==> src/rtl/pipe_ctrl_pkg.sv <==
// Shared defaults and the requester-id type for the issue controller.
package pipe_ctrl_pkg;

  localparam int LATENCY_DEF   = 2;
  localparam int DATA_W_DEF    = 27;
  localparam int RES_DEPTH_DEF = 4;
  localparam int STAT_W        = 16;

  typedef enum logic {
    REQ0 = 1'b0,
    REQ1 = 1'b1
  } req_id_t;

endpackage

==> src/rtl/pipe_issue_ctrl_res_fifo.sv <==
// Result buffer: FIFO of {id, result} entries with wrapping pointers.
module res_fifo
  import pipe_ctrl_pkg::*;
#(
  parameter int DATA_W = DATA_W_DEF + 1,
  parameter int DEPTH  = RES_DEPTH_DEF
) (
  input  logic              clk_pll,
  input  logic              rst_n,
  input  logic              push,
  input  logic [DATA_W-1:0] din,
  input  logic              pop,
  output logic [DATA_W-1:0] dout,
  output logic              full,
  output logic              empty
);

  localparam int AW = $clog2(DEPTH);

  logic [DATA_W-1:0] mem [DEPTH];
  logic [AW:0]       wr_ptr;
  logic [AW:0]       rd_ptr;
  logic              do_push;
  logic              do_pop;

  // Extra MSB on each pointer distinguishes full from empty when indices match.
  assign empty   = (wr_ptr == rd_ptr);
  assign full    = (wr_ptr[AW] != rd_ptr[AW]) && (wr_ptr[AW-1:0] == rd_ptr[AW-1:0]);
  assign do_push = push && !full;
  assign do_pop  = pop && !empty;
  assign dout    = empty ? '0 : mem[rd_ptr[AW-1:0]];

  always_ff @(posedge clk_pll or negedge rst_n) begin
    if (!rst_n) begin
      wr_ptr <= '0;
      rd_ptr <= '0;
    end else begin
      if (do_push) wr_ptr <= wr_ptr + 1'b1;
      if (do_pop)  rd_ptr <= rd_ptr + 1'b1;
    end
  end

  always_ff @(posedge clk_pll) begin
    if (do_push) mem[wr_ptr[AW-1:0]] <= din;
  end

endmodule

==> src/rtl/pipe_issue_ctrl.sv <==
// Credit-based round-robin issue controller for a fixed-latency pipeline.
// Optional per-requester issue counters: define PIPE_ISSUE_CTRL_STATS_EN.
module pipe_issue_ctrl
  import pipe_ctrl_pkg::*;
#(
  parameter int LATENCY   = LATENCY_DEF,
  parameter int DATA_W    = DATA_W_DEF,
  parameter int RES_DEPTH = RES_DEPTH_DEF
) (
  input  logic              clk_pll,
  input  logic              rst_n,
  input  logic              req0_valid,
  input  logic [DATA_W-1:0] req0_data,
  output logic              req0_ready,
  input  logic              req1_valid,
  input  logic [DATA_W-1:0] req1_data,
  output logic              req1_ready,
  output logic [DATA_W-1:0] pipe_in,
  input  logic [DATA_W-1:0] pipe_out,
  output logic              res_valid,
  output logic [DATA_W-1:0] res_data,
  output logic              res_id,
  input  logic              res_ready
`ifdef PIPE_ISSUE_CTRL_STATS_EN
  ,
  output logic [STAT_W-1:0] issue_cnt0,
  output logic [STAT_W-1:0] issue_cnt1
`endif
);

  localparam int CNT_W = $clog2(RES_DEPTH + 1);

  logic [CNT_W-1:0]   outstanding;
  req_id_t            last_grant;
  logic               credit;
  logic               gnt0;
  logic               gnt1;
  logic               issue;
  logic               pop;
  logic               push;
  logic               full;
  logic               empty;
  logic [LATENCY-1:0] vld_p;
  logic [LATENCY-1:0] id_p;
  logic [DATA_W:0]    head;

  // Issue stage: grant from registered credit and last_grant only.
  assign credit     = (outstanding < CNT_W'(RES_DEPTH));
  assign gnt0       = rst_n && credit && req0_valid && (!req1_valid || last_grant == REQ1);
  assign gnt1       = rst_n && credit && req1_valid && (!req0_valid || last_grant == REQ0);
  assign issue      = gnt0 || gnt1;
  assign req0_ready = gnt0;
  assign req1_ready = gnt1;

  always_comb begin
    pipe_in = '0;
    if (gnt0)      pipe_in = req0_data;
    else if (gnt1) pipe_in = req1_data;
  end

  always_ff @(posedge clk_pll or negedge rst_n) begin
    if (!rst_n) begin
      outstanding <= '0;
      last_grant  <= REQ1;
      vld_p       <= '0;
    end else begin
      case ({issue, pop})
        2'b10:   outstanding <= outstanding + 1'b1;
        2'b01:   outstanding <= outstanding - 1'b1;
        default: outstanding <= outstanding;
      endcase
      if (issue) last_grant <= gnt1 ? REQ1 : REQ0;
      vld_p[0] <= issue;
      for (int i = 1; i < LATENCY; i++) vld_p[i] <= vld_p[i-1];
    end
  end

  // In-flight id tag travels with its valid; a cleared valid makes it don't-care.
  always_ff @(posedge clk_pll) begin
    id_p[0] <= gnt1;
    for (int i = 1; i < LATENCY; i++) id_p[i] <= id_p[i-1];
  end

  // Capture stage: result leaves the pipeline LATENCY cycles after issue.
  assign push = vld_p[LATENCY-1];
  assign pop  = res_valid && res_ready;

  res_fifo #(
    .DATA_W (DATA_W + 1),
    .DEPTH  (RES_DEPTH)
  ) u_res_fifo (
    .clk_pll (clk_pll),
    .rst_n   (rst_n),
    .push    (push),
    .din     ({id_p[LATENCY-1], pipe_out}),
    .pop     (pop),
    .dout    (head),
    .full    (full),
    .empty   (empty)
  );

  assign res_valid = !empty;
  assign res_data  = head[DATA_W-1:0];
  assign res_id    = head[DATA_W];

  always_ff @(posedge clk_pll) begin
    if (rst_n) assert (!(push && full));
  end

`ifdef PIPE_ISSUE_CTRL_STATS_EN
  function automatic logic [STAT_W-1:0] sat_inc(input logic [STAT_W-1:0] v);
    return (v == '1) ? v : v + 1'b1;
  endfunction

  always_ff @(posedge clk_pll or negedge rst_n) begin
    if (!rst_n) begin
      issue_cnt0 <= '0;
      issue_cnt1 <= '0;
    end else begin
      if (gnt0) issue_cnt0 <= sat_inc(issue_cnt0);
      if (gnt1) issue_cnt1 <= sat_inc(issue_cnt1);
    end
  end
`endif

endmodule

==> config.mk <==
export PLATFORM = sky130hd
export DESIGN_NAME = pipe_issue_ctrl
export DESIGN_NICKNAME = d
export VERILOG_FILES = /design/src/rtl/pipe_ctrl_pkg.sv /design/src/rtl/pipe_issue_ctrl_res_fifo.sv /design/src/rtl/pipe_issue_ctrl.sv
export SDC_FILE = /design/constraint.sdc
export NUM_CORES = 1
export LEC_CHECK = 0
export ABC_CLOCK_PERIOD_IN_PS = 5460
export BUFFER_PORTS_ARGS = -buffer_cell sky130_fd_sc_hd__buf_2
export CELL_PAD_IN_SITES_DETAIL_PLACEMENT = 0
export CELL_PAD_IN_SITES_GLOBAL_PLACEMENT = 1
export CORE_ASPECT_RATIO = 0.8
export CORE_UTILIZATION = 45
export DETAILED_ROUTE_END_ITERATION = 12
export PLACE_DENSITY = 0.83
export SLEW_MARGIN = 0
export SYNTH_ARGS = -nofsm -noshare
export SYNTH_HDL_FRONTEND = slang
export SYNTH_HIERARCHICAL = 1
export SYNTH_SLANG_ARGS = --single-unit
==> constraint.sdc <==
create_clock -name clk_pll -period 5.46 [get_ports clk_pll]
set_input_delay 1.092 -clock clk_pll [delete_from_list [all_inputs] [get_ports clk_pll]]
set_output_delay 1.092 -clock clk_pll [all_outputs]
set_load 0.05 [all_outputs]
==> reports/qor.yml <==
status: "finished clean"
core_mm2: 0.0116
cts_root_buf: "clkbuf_16"
dr.pass1.iters: 4
antenna_found_initial: 0
dp_hpwl_mm: 6.79
area_growth_pct: 28.0
crit_fanout: 21
cp-start-kind: "flop"
worst_slack_ns: 1.78
cts.sinks: 126
grt_overflow: 0
tightest_slew_ns: 0.808
ios: 144
synth_nets: 375
nNetsFinal: 528
die_x_um: 124
drt_iter0_markers: 132
max_freq_ghz: 0.272
drv_cap: 0
insertion_delay_ns: 0.41
cts.reportedPaths.clkPinSlew_ns: 0.05
cts_buffers: 17
p_leak_nw: 2.67
hold_violations: 0
cp_cell_sequence: "buf_4, mux4_2, nor2b_2, buf_2"
final_cell_area_mm2: 0.00685
place_inst: 564
dieHeight_um: 99.5
hold_slack_ns: 0.324
whs_path_depth: 0
maxSlewHeadroom_pct: 46.1
drc: 0
rows: 35
ctsHtreeMaxLevel: 4
drt-wirelength-per-cell_um: 17.7
power_density_mw_per_mm2: 661
grtUsageTotal_pct: 18.0
drive_gt1_share_pct: 49.3
utilization_pct: 59.2
crit_required_ns: 4.37
fin_setup_tns_ns: 0
synth_area_mm2: 0.00535
dieArea_mm2: 0.0123
post-cts-setup-buffers: 0
finalSetupViolCount: 0
worst_setup_path_end_kind: "output port"
io_buffers: 143
n_antenna_cell: 0
placed_area_mm2: 0.00619
place_congestion: 0.721
postRouteAntennaNets: 0
n_fill_cell: 896
stdcell_count: 596
synthCells: 282
drv_slew: 0
r2r_cells: 5
cp_slowest_cell: "dfrtp_2"
vias: 3043
initial_utilization_pct: 46.3
finalPower_mw: 4.53
cts-resized-gates: 0
hold_path.class: "flop to flop"
timing.final.crit_share_pct: 67.4
final.min_clock_period_ns: 3.68
ys_warn_count: 6
avgSynthCellArea_um2: 19.0
post-place-ws_ns: 1.83
clockBufferDepth: 2
ctsHoldBuffers: 0
critical_path.max_stage_delay_ns: 0.83
rsz0062_at_grt: "false"
grt_max_degree: 32
grt_pass1_vias: 3052
worstPathArrival_ns: 2.59
routed_wl_mm: 10.6
cts_tree: "yes"
clock_skew_ns: 0.00882
worstSetupPathType: "flop to output port"
grt_pass1_wl_mm: 15.9
viasPerCell: 5.11
ir_drop_mv: 0.399
-- metal layers --
metal  global-route usage (%)  vias to the layer above  wire length (µm)
li1                         -                     1437                 -
met1                     24.2                     1487              4610
met2                     28.2                      104              5220
met3                     5.68                       15               613
met4                     5.04                        0               116
met5                        0                        -                 0
-- layout make-up --
class | instances | area (µm²) | area share [%]
Clock buffer | 20 | 437 | 6.38
Clock inverter | 12 | 216 | 3.16
Inverter | 4 | 15.0 | 0.219
Multi-Input combinational cell | 135 | 1510 | 22.1
Sequential cell | 126 | 3710 | 54.1
Tap cell | 148 | 185 | 2.71
Timing Repair Buffer | 151 | 776 | 11.3
-- path summary, 6_finish.rpt --
path	start	endpoint	slack [ns]
setup / recovery	u_res_fifo/rd_ptr[0]	res_data[10]	1.78
hold / removal	id_p[0]	id_p[1]	0.32
setup reg to reg	u_res_fifo/rd_ptr[1]	u_res_fifo/mem[0][24]	2.49
hold reg to reg	id_p[0]	id_p[1]	0.32
max in group asynchronous	rst_n	last_grant	4.62
min in group asynchronous	rst_n	u_res_fifo/rd_ptr[1]	0.56
-- where the power goes --
part / internal (mW) / switching [mW] / leakage, nW
Combinational: 0.608 / 1.34 / 1.18
Sequential: 1.21 / 0.132 / 1.17
Clock: 0.852 / 0.386 / 0.309
-- flip-flops by register name, summed over array words and instances (netlist names) --
signal and cells:
id_p 2, vld_p 2, u_res_fifo/mem 112, u_res_fifo/rd_ptr 3
outstanding 3, last_grant 1, u_res_fifo/wr_ptr 3
-- worst max-delay path, delay by kind of cell, from the launching register on --
| family | cells | cell delay, ns |
|---|---|---|
| AND/OR/NAND/NOR | 1 | 0.17 |
| flip-flops | 1 | 0.83 |
| multiplexers | 1 | 0.55 |
| buffers and inverters | 2 | 0.60 |
-- placed cells by master (no fill, tap or decap), types with 4 or more instances in the layout --
| cell type | n |
|---|---|
| buf_2 | 143 |
| edfxtp_1 | 112 |
| mux4_2 | 28 |
| a22o_1 | 27 |
| nor2b_1 | 23 |
| clkbuf_16 | 17 |
| dfrtp_1 | 10 |
| xnor2_1 | 8 |
| buf_4 | 8 |
| nor2b_2 | 7 |
| ha_1 | 6 |
| bufinv_16 | 6 |
| a21oi_1 | 5 |
| inv_1 | 4 |
| o31ai_1 | 4 |
(Power assumes the default switching activity.)
